[src/rtl/fetch_ctrl_pkg.sv]
// Shared definitions for the instruction-fetch sequencer: state encodings,
// well-known instruction encodings and the registered fetch payload.
package fetch_ctrl_pkg;

    localparam int unsigned XLEN  = 32;
    localparam int unsigned CNT_W = 16;

    localparam logic [1:0] ST_IDLE  = 2'd0;
    localparam logic [1:0] ST_RUN   = 2'd1;
    localparam logic [1:0] ST_HALT  = 2'd2;
    localparam logic [1:0] ST_FAULT = 2'd3;

    localparam logic [XLEN-1:0] HALT_INSTR_EBREAK = 32'h0010_0073;
    localparam logic [XLEN-1:0] NOP_INSTR         = 32'h0000_0013;

    typedef struct packed {
        logic            valid;
        logic [XLEN-1:0] pc;
        logic [XLEN-1:0] instr;
    } fetch_pkt_t;

    // Saturating increment for the delivered-instruction counter.
    function automatic logic [CNT_W-1:0] sat_inc(input logic [CNT_W-1:0] v);
        return (&v) ? v : v + CNT_W'(1);
    endfunction

endpackage

[src/rtl/fetch_ctrl_if.sv]
// Fetch-side bus: control inputs, inst_mem port and the registered fetch output.
interface fetch_ctrl_if #(
    parameter int unsigned ADDR_W = 8
);
    import fetch_ctrl_pkg::*;

    logic              start;
    logic              stall;
    logic              redirect;
    logic [XLEN-1:0]   redirect_pc;
    logic [ADDR_W-1:0] imem_addr;
    logic [XLEN-1:0]   imem_instr;
    logic              if_valid;
    logic [XLEN-1:0]   if_pc;
    logic [XLEN-1:0]   if_instr;
    logic              halted;
    logic              fault;
    logic [CNT_W-1:0]  fetch_count;

    modport master (
        input  start, stall, redirect, redirect_pc, imem_instr,
        output imem_addr, if_valid, if_pc, if_instr, halted, fault, fetch_count
    );

    modport slave (
        output start, stall, redirect, redirect_pc, imem_instr,
        input  imem_addr, if_valid, if_pc, if_instr, halted, fault, fetch_count
    );

endinterface

[src/rtl/fetch_ctrl_pc_next_chk.sv]
// Combinational next-PC helper: sequential increment, end-of-memory detect
// and redirect-target legality (word aligned and inside the memory span).
module pc_next_chk
    import fetch_ctrl_pkg::*;
#(
    parameter int unsigned ADDR_W = 8
) (
    input  logic [XLEN-1:0] pc,
    input  logic            redirect,
    input  logic [XLEN-1:0] redirect_pc,
    output logic [XLEN-1:0] pc_plus4_c,
    output logic            seq_overflow_c,
    output logic            redir_bad_c
);

    always_comb begin
        pc_plus4_c     = pc + XLEN'(4);
        seq_overflow_c = &pc[ADDR_W+1:2];
        redir_bad_c    = redirect &&
                         ((redirect_pc[1:0] != 2'b00) ||
                          ((redirect_pc >> (ADDR_W + 2)) != XLEN'(0)));
    end

endmodule

[src/rtl/fetch_ctrl.sv]
// Instruction-fetch sequencer: owns the PC, drives inst_mem and registers the
// fetched instruction with its PC for decode; handles stall/redirect/halt/fault.
module fetch_ctrl
    import fetch_ctrl_pkg::*;
#(
    parameter logic [XLEN-1:0] RESET_PC   = 32'h0000_0000,
    parameter int unsigned     ADDR_W     = 8,
    parameter logic [XLEN-1:0] HALT_INSTR = HALT_INSTR_EBREAK
) (
    input logic          clk,
    input logic          rst,
    fetch_ctrl_if.master bus
);

    logic [1:0]       state_q, state_d;
    logic [XLEN-1:0]  pc_q, pc_d;
    fetch_pkt_t       pkt_q, pkt_d;
    logic [CNT_W-1:0] cnt_q, cnt_d;

    logic [XLEN-1:0]  pc_plus4_c;
    logic             seq_overflow_c;
    logic             redir_bad_c;

    pc_next_chk #(
        .ADDR_W (ADDR_W)
    ) u_pc_next_chk (
        .pc             (pc_q),
        .redirect       (bus.redirect),
        .redirect_pc    (bus.redirect_pc),
        .pc_plus4_c     (pc_plus4_c),
        .seq_overflow_c (seq_overflow_c),
        .redir_bad_c    (redir_bad_c)
    );

    always_ff @(posedge clk or posedge rst) begin
        if (rst) begin
            state_q <= ST_IDLE;
            pc_q    <= RESET_PC;
            pkt_q   <= '0;
            cnt_q   <= '0;
        end else begin
            state_q <= state_d;
            pc_q    <= pc_d;
            pkt_q   <= pkt_d;
            cnt_q   <= cnt_d;
        end
    end

    // Next-state and fetch-register update; redirect outranks stall and halt.
    always_comb begin
        state_d = state_q;
        pc_d    = pc_q;
        pkt_d   = pkt_q;
        cnt_d   = cnt_q;

        case (state_q)
            ST_IDLE: begin
                pkt_d.valid = 1'b0;
                if (bus.start) state_d = ST_RUN;
            end
            ST_RUN: begin
                if (bus.redirect) begin
                    pkt_d.valid = 1'b0;
                    if (redir_bad_c) state_d = ST_FAULT;
                    else             pc_d    = bus.redirect_pc;
                end else if (!bus.stall) begin
                    pkt_d.valid = 1'b1;
                    pkt_d.pc    = pc_q;
                    pkt_d.instr = bus.imem_instr;
                    cnt_d       = sat_inc(cnt_q);
                    if (bus.imem_instr == HALT_INSTR) begin
                        state_d = ST_HALT;
                        pc_d    = pc_plus4_c;
                    end else if (seq_overflow_c) begin
                        // Last word delivered; PC stays put rather than wrapping.
                        state_d = ST_FAULT;
                    end else begin
                        pc_d = pc_plus4_c;
                    end
                end
            end
            ST_HALT: begin
                pkt_d.valid = 1'b0;
                if (bus.start) state_d = ST_RUN;
            end
            default: begin
                pkt_d.valid = 1'b0;
            end
        endcase
    end

    assign bus.imem_addr   = pc_q[ADDR_W+1:2];
    assign bus.if_valid    = pkt_q.valid;
    assign bus.if_pc       = pkt_q.pc;
    assign bus.if_instr    = pkt_q.instr;
    assign bus.halted      = (state_q == ST_HALT);
    assign bus.fault       = (state_q == ST_FAULT);
    assign bus.fetch_count = cnt_q;

endmodule

[src/flat_wrapper.sv]
// flat-port wrapper written by rule: the top's interface ports become plain ports
module fetch_ctrl_flat import fetch_ctrl_pkg::*;
#(
    parameter logic [XLEN-1:0] RESET_PC   = 32'h0000_0000,
    parameter int unsigned     ADDR_W     = 8,
    parameter logic [XLEN-1:0] HALT_INSTR = HALT_INSTR_EBREAK
)
  (clk, rst, bus_start, bus_stall, bus_redirect, bus_redirect_pc, bus_imem_instr, bus_imem_addr, bus_if_valid, bus_if_pc, bus_if_instr, bus_halted, bus_fault, bus_fetch_count);
  fetch_ctrl_if #(.ADDR_W(ADDR_W)) bus_i ();
  input logic clk;
  input logic rst;
  input wire logic [$bits(bus_i.start)-1:0] bus_start;
  input wire logic [$bits(bus_i.stall)-1:0] bus_stall;
  input wire logic [$bits(bus_i.redirect)-1:0] bus_redirect;
  input wire logic [$bits(bus_i.redirect_pc)-1:0] bus_redirect_pc;
  input wire logic [$bits(bus_i.imem_instr)-1:0] bus_imem_instr;
  output wire logic [$bits(bus_i.imem_addr)-1:0] bus_imem_addr;
  output wire logic [$bits(bus_i.if_valid)-1:0] bus_if_valid;
  output wire logic [$bits(bus_i.if_pc)-1:0] bus_if_pc;
  output wire logic [$bits(bus_i.if_instr)-1:0] bus_if_instr;
  output wire logic [$bits(bus_i.halted)-1:0] bus_halted;
  output wire logic [$bits(bus_i.fault)-1:0] bus_fault;
  output wire logic [$bits(bus_i.fetch_count)-1:0] bus_fetch_count;
  assign bus_i.start = bus_start;
  assign bus_i.stall = bus_stall;
  assign bus_i.redirect = bus_redirect;
  assign bus_i.redirect_pc = bus_redirect_pc;
  assign bus_i.imem_instr = bus_imem_instr;
  assign bus_imem_addr = bus_i.imem_addr;
  assign bus_if_valid = bus_i.if_valid;
  assign bus_if_pc = bus_i.if_pc;
  assign bus_if_instr = bus_i.if_instr;
  assign bus_halted = bus_i.halted;
  assign bus_fault = bus_i.fault;
  assign bus_fetch_count = bus_i.fetch_count;
  fetch_ctrl #(.RESET_PC(RESET_PC), .ADDR_W(ADDR_W), .HALT_INSTR(HALT_INSTR)) u_core (.clk(clk), .rst(rst), .bus(bus_i));
endmodule
[config.mk]
export PLATFORM = sky130hd
export DESIGN_NAME = fetch_ctrl_flat
export DESIGN_NICKNAME = d
export VERILOG_FILES = /design/src/rtl/fetch_ctrl_pkg.sv /design/src/rtl/fetch_ctrl_if.sv /design/src/rtl/fetch_ctrl_pc_next_chk.sv /design/src/rtl/fetch_ctrl.sv /design/src/flat_wrapper.sv
export SDC_FILE = /design/constraint.sdc
export NUM_CORES = 1
export LEC_CHECK = 0
export ABC_AREA = 1
export ABC_CLOCK_PERIOD_IN_PS = 4200
export CORE_MARGIN = 2
export CORE_UTILIZATION = 30
export DETAILED_ROUTE_END_ITERATION = 6
export SETUP_SLACK_MARGIN = 0.2
export SYNTH_ARGS = -nofsm -noshare
export SYNTH_HDL_FRONTEND = slang
export SYNTH_SLANG_ARGS = --single-unit
[constraint.sdc]
create_clock -name clk -period 4.2 [get_ports clk]
set_input_delay 0.42 -clock clk [delete_from_list [all_inputs] [get_ports clk]]
set_output_delay 0.42 -clock clk [all_outputs]
set_load 0.01 [all_outputs]
[Word-level counts from Yosys, hierarchy flattened]
Cells that the tools add are included.
Storage, ports and cells
  logic and storage cells: 50
  input port bits: 69
  output and inout port bits: 91
  register bits: 115
Cells by class
  reduce and logical (&&, ||, !) cells: 13
  add/sub/neg operators: 2
  bitwise gates (word level): 3
  multiplexer cells: 15
  eq/ne operators: 11
Operators with widths (number)
  two-way mux 32 bit: 5
  two-way mux 65 bit: 1
  adder 32 x 3 -> 32 bit (second input constant): 1
  equality test 32 x 21 -> 1 bit (second input constant): 1
  nonzero test 32 bit: 1
  adder 16 x 1 -> 16 bit (second input constant): 1
  AND reduction 16 bit: 1
  two-way mux 2 bit: 6
  AND reduction 4 bit: 2
  AND reduction 8 bit: 1
  != test 3 bit (second input constant): 2
  AND reduction 5 bit: 1
  equality test 2 bit (second input constant): 2
  != test 2 x 1 -> 1 bit (second input constant): 2
  != test 4 x 2 -> 1 bit (second input constant): 1
  case mux 2 bit (2 select lines): 1
  nonzero test 2 bit: 2
  != test 3 x 2 -> 1 bit (second input constant): 1
  inverter 1 bit: 3
  AND reduction 3 bit: 1
  equality test 2 x 1 -> 1 bit (second input constant): 1
  logical NOT 2 bit: 1
  two-way mux 1 bit: 2
  != test 2 bit (second input constant): 1
  3 further kinds: 3

[Depth between registers and ports, before layout]
  depth in word-level cells: 6
  depth in mapped cells: 12
  mapped depth without buffers: 10

[Modules after synthesis]
Synthesis repeated with hierarchy kept, for this count alone.
Second synthesis, totals
  cell total of the unflattened synthesis: 902
  area total of the unflattened synthesis: 6487.5 sq um
Modules (own cells, without submodules)
  fetch_ctrl: cells an instance 702, times used 1, area each 5429.0 sq um
  pc_next_chk: cells an instance 200, times used 1, area each 1058.5 sq um

[Least setup slack after synthesis]
OpenSTA, ideal clock, no wires.
  path kind: flip-flop to flip-flop
  from: reg u_core.pc_q[2]
  to: reg u_core.pc_q[24]
  required time: 4.082 ns
  arrival: 1.551 ns
  stages on the path, launching flop included: 13
  path slack: 2.532 ns
  path buffers: 2
  setup time: 0.118 ns
  clock period less this slack: 1.668 ns
  cells stage by stage: dfrtp_1 > ha_1 > nand3_1 > inv_2 > nand2_2 > inv_2 > nand2_1 > nor2_2 > nor2_4 > buf_6 > buf_6 > nand3_1 > nand2_1
On the way
  cells in the longest elaborated chain, start to end: 5
  elaborated cells between the ends (all ways): 8
  classes of those cells: add/sub: 1; eq/ne: 1; mux: 4; reduce/logical: 2
RTL lines
  start: declaration: line fetch_ctrl.sv:16  | logic [XLEN-1:0] pc_q, pc_d;
  start signal: assignment: line fetch_ctrl.sv:43  | pc_q <= pc_d;
  adder 32 x 3 -> 32 bit: line fetch_ctrl_pc_next_chk.sv:17  | pc_plus4_c = pc + XLEN'(4);
  two-way mux 32 bit: line fetch_ctrl.sv:74  | end else if (seq_overflow_c) begin
  two-way mux 32 bit: line fetch_ctrl.sv:71  | if (bus.imem_instr == HALT_INSTR) begin
  two-way mux 32 bit: line fetch_ctrl.sv:66  | end else if (!bus.stall) begin
  two-way mux 32 bit: line fetch_ctrl.sv:62  | if (bus.redirect) begin
Parallel ways exist; a longest one is shown, timed or not. The select of a mux whose other input is x is not followed.
A chain may end at the register's enable or synchronous reset.

[Worst setup path in the final report]
  from: in bus_redirect
  to: reg u_core.pkt_q (netlist bit u_core.bus.if_pc[0])
On the way
  cells in the longest elaborated chain, start to end: 2
RTL lines
  start: declaration: line flat_wrapper.sv:14  | input wire logic [$bits(bus_i.redirect)-1:0] bus_redirect;
  inverter 1 bit (no line)
  AND reduction 3 bit (no line)
  end signal: assignment: line fetch_ctrl.sv:44  | pkt_q <= pkt_d;
  end: declaration: line fetch_ctrl.sv:17  | fetch_pkt_t pkt_q, pkt_d;
No other way between the ends.

==> run metrics <==
max cap viols=0; Critical Path, Cell by Cell=clkdlybuf4s50_1, buf_4, inv_2, nand2_1, nor2_2, buf_4, inv_2, buf_4, nand2_1, o21ai_1; type of the worst setup path=input port to flip-flop; CP Max Fanout=a little over 100; postcts setup bufs=0; Max stage delay on crit path=740 ps; critical path launch point type=input port; Worst-path clk slew=60 ps; IO Port Bufs=159; initial antenna violation count=1; Std-Cell Rows=52; CTS Sinks=roughly 120; ANT nets after route=0; Placed Cells=roughly 1300; io pins=160; required time worst endpoint=between 4000 and 5000 ps; TNS Setup=0 ps; Max IR drop VDD=0.278 mV; synthesized area per cell=6.99 um^2; Final Hold Viols=0; Synth Cell Area=between 6000 and 7000 um^2; Die Width=approximately 150 um; final period utilization=around three fifths; Synth area leader=dfrtp_1; fraction of layout cells with a size suffix above 1=5.69%; core footprint=between 20000 and 25000 um^2; hold_buf cts=0; fin crit period=2470 ps; cell count after synthesis=a little under 900; first-pass GRT wire length=between 30 and 40 mm; dpl cell area=between 8000 and 9000 um^2; Root Buffer=clkbuf_16; crit path DAT=about 2800 ps; crit-path most repeated cell=buf_4; Min-Delay Path Class=input port to asynchronous set/reset pin; syn_nets=just under 1000; WL final=about 19 mm; internal power=0.00356 W; CTS H-tree lvls=4; DRT iter0 DRCs=between 300 and 400; Comb pwr share=approximately 38%; DPL Wire Length=approximately 14 mm; CP startpoint=bus_redirect; slowest stage cell on the critical path=buf_4; switching pwr=approximately 0.002 W; largest net degree at the start of global routing=roughly 100; Initial DRT Pass Iterations=5; Die H=between 100 and 150 um; worst-skew pair later-pin latency=420 ps; Max Buffers Root-to-Sink=2; fraction of power consumed by sequential logic=between 30% and 40%; pwr/cell area=approximately 640 nW/um^2; synth warn=0; routed len/inst=between 10 and 15 um; clock network power share=between 20 and 30%; non-filler cells, final=~1300; post-route standard cell area excluding fillers=8620 um^2; Worst-Margin Slew=1020 ps; CTS tree=yes; leakage=just under 4 nW; Resize count post-CTS=0; final setup violation count=0; Final GP Congestion=0.887; flops & latches, synth=115; CTS Buf Count=17; vias in the first global route=about 5800; clock skew=7.92 ps; die footprint=approximately 22000 um^2; max-slew violations=0; Worst slew margin=roughly 32%; RSZ-0062 raised after global routing=no; FF-to-FF Start=u_core.pc_q[2]; status=completed; sw frac=approximately 36%; GRT Total Usage=17.4%; FMAX=between 0.4 and 0.5 GHz; post-synthesis sequential area ratio=between 40 and 50%; vias per inst=approximately 4.6; grt total ovfl=0; Initial Util=between 30% and 40%; fin nets=around 1100; Worst setup EP type=flip-flop; Area Growth Syn to Fin=38.0%; post-synth cell types=27; post-synth top area share=46.1%; via count=between 6000 and 7000; DR DRC count=0; synth top area cells=dfrtp_1, nand2_1, nor2_1
-- Yosys cell counts --
cell,count
nand2_1,374
dfrtp_1,115
nor2_1,109
inv_1,70
nand3_1,57
o21ai_1,55
o21ai_0,21
buf_2,13
buf_4,11
xor2_1,10
clkbuf_1,8
inv_2,7
nand3_2,6
nand4_1,6
nor3_1,6
nor2_2,5
xnor2_1,4
buf_6,3
a31oi_1,2
ha_1,2
nand2_2,2
nand3b_1,2
o21bai_1,2
a21oi_1,1
buf_1,1
nor2_4,1
or2_2,1
-- registers in the layout, indices dropped and copies added, names as in the netlist --
register	cells
u_core.bus.if_instr	32
u_core.bus.if_pc	32
u_core.pc_q	32
u_core.bus.fetch_count	16
u_core.state_q	2
u_core.bus.if_valid	1
-- worst paths after layout --
kind | endpoint | slack (ps) | cells after the start
worst max register to register | u_core.pc_q[10] | 1790 | 9
max in group asynchronous | u_core.pc_q[7] | 2840 | 3
worst min register to register | u_core.bus.if_instr[28] | 470 | 2
worst min-delay path | u_core.bus.if_instr[7] | 470 | 2
min in group clk | u_core.bus.if_instr[28] | 470 | 2
worst max-delay path | u_core.bus.if_pc[0] | 1730 | 10
-- power by group through the flow --
stage	clock [W]	sequential, W	combinational (W)
3_5_place_dp	0	0.00198	0.00210
5_1_grt	0.00157	0.00204	0.00231
3_3_place_gp	0	0.00197	0.00207
6_report	0.00149	0.00197	0.00207
4_1_cts	0.00151	0.00197	0.00211
2_1_floorplan	0	0.00205	0.000951
-- critical path, delay by kind of cell --
kind                   cells  cell delay (ps)
buffers and inverters      6             1860
and+or+nand+nor            3              350
AOI/OAI and AO/OA          1              120
-- cell families after synthesis --
| group | synth area share (%) |
|---|---|
| xor+xnor | 1.96 |
| fa+ha+maj | 0.401 |
| compound gates | 6.61 |
| buf+inv | 8.07 |
| simple gates | 36.9 |
| flops | 46.1 |
-- metal layers --
metal	track usage [%]	wire [um]
met3	4.36	1010
met5	0	0
met4	5.19	243
met2	27.2	8570
met1	24.0	8860
-- layout make-up --
cell class              count  area [um^2]
clock inverters             8         97.6
multi-input cells         666         2860
repair buffers            165         1640
flip-flops and latches    115         2880
clock buffers              24          512
fillers                  2057        11700
diodes                      1         2.50
well taps                 270          338
inverters                  77          292
-- cell usage in the layout (no fill, tap or decap) --
cell,netlist,layout
nand2_2,2,2
diode_2,0,1
nand3_1,57,57
a21oi_1,1,1
ha_1,2,2
nand3_2,6,6
xor2_1,10,10
nor2_4,1,1
nor2_2,5,5
inv_4,0,1
clkbuf_16,0,17
nor3_1,6,6
dfrtp_1,115,115
clkbuf_8,0,6
nand3b_1,2,2
clkbuf_1,8,1
inv_2,7,7
nand4_1,6,6
nand2_1,374,374
clkinv_2,0,3
inv_1,70,69
o21ai_0,21,21
bufinv_16,0,2
clkdlybuf4s50_1,0,159
o21ai_1,55,55
nor2_1,109,109
xnor2_1,4,4
o21bai_1,2,2
a31oi_1,2,2
buf_4,11,6
or2_2,1,1
clkinvlp_4,0,3
-- stage by stage --
stage                     worst slack (ps)  utilization (%)  total power [W]  hold WS, ps
after floorplan                        736                -          0.00300          460
after global placement                1390             39.4          0.00404          454
after detailed placement              1330             39.4          0.00407          459
after CTS                             1740             42.4          0.00558          472
after global routing                  1490             42.5          0.00591          490
final                                 1730             42.5          0.00553          468
(Power assumes the default switching activity.)
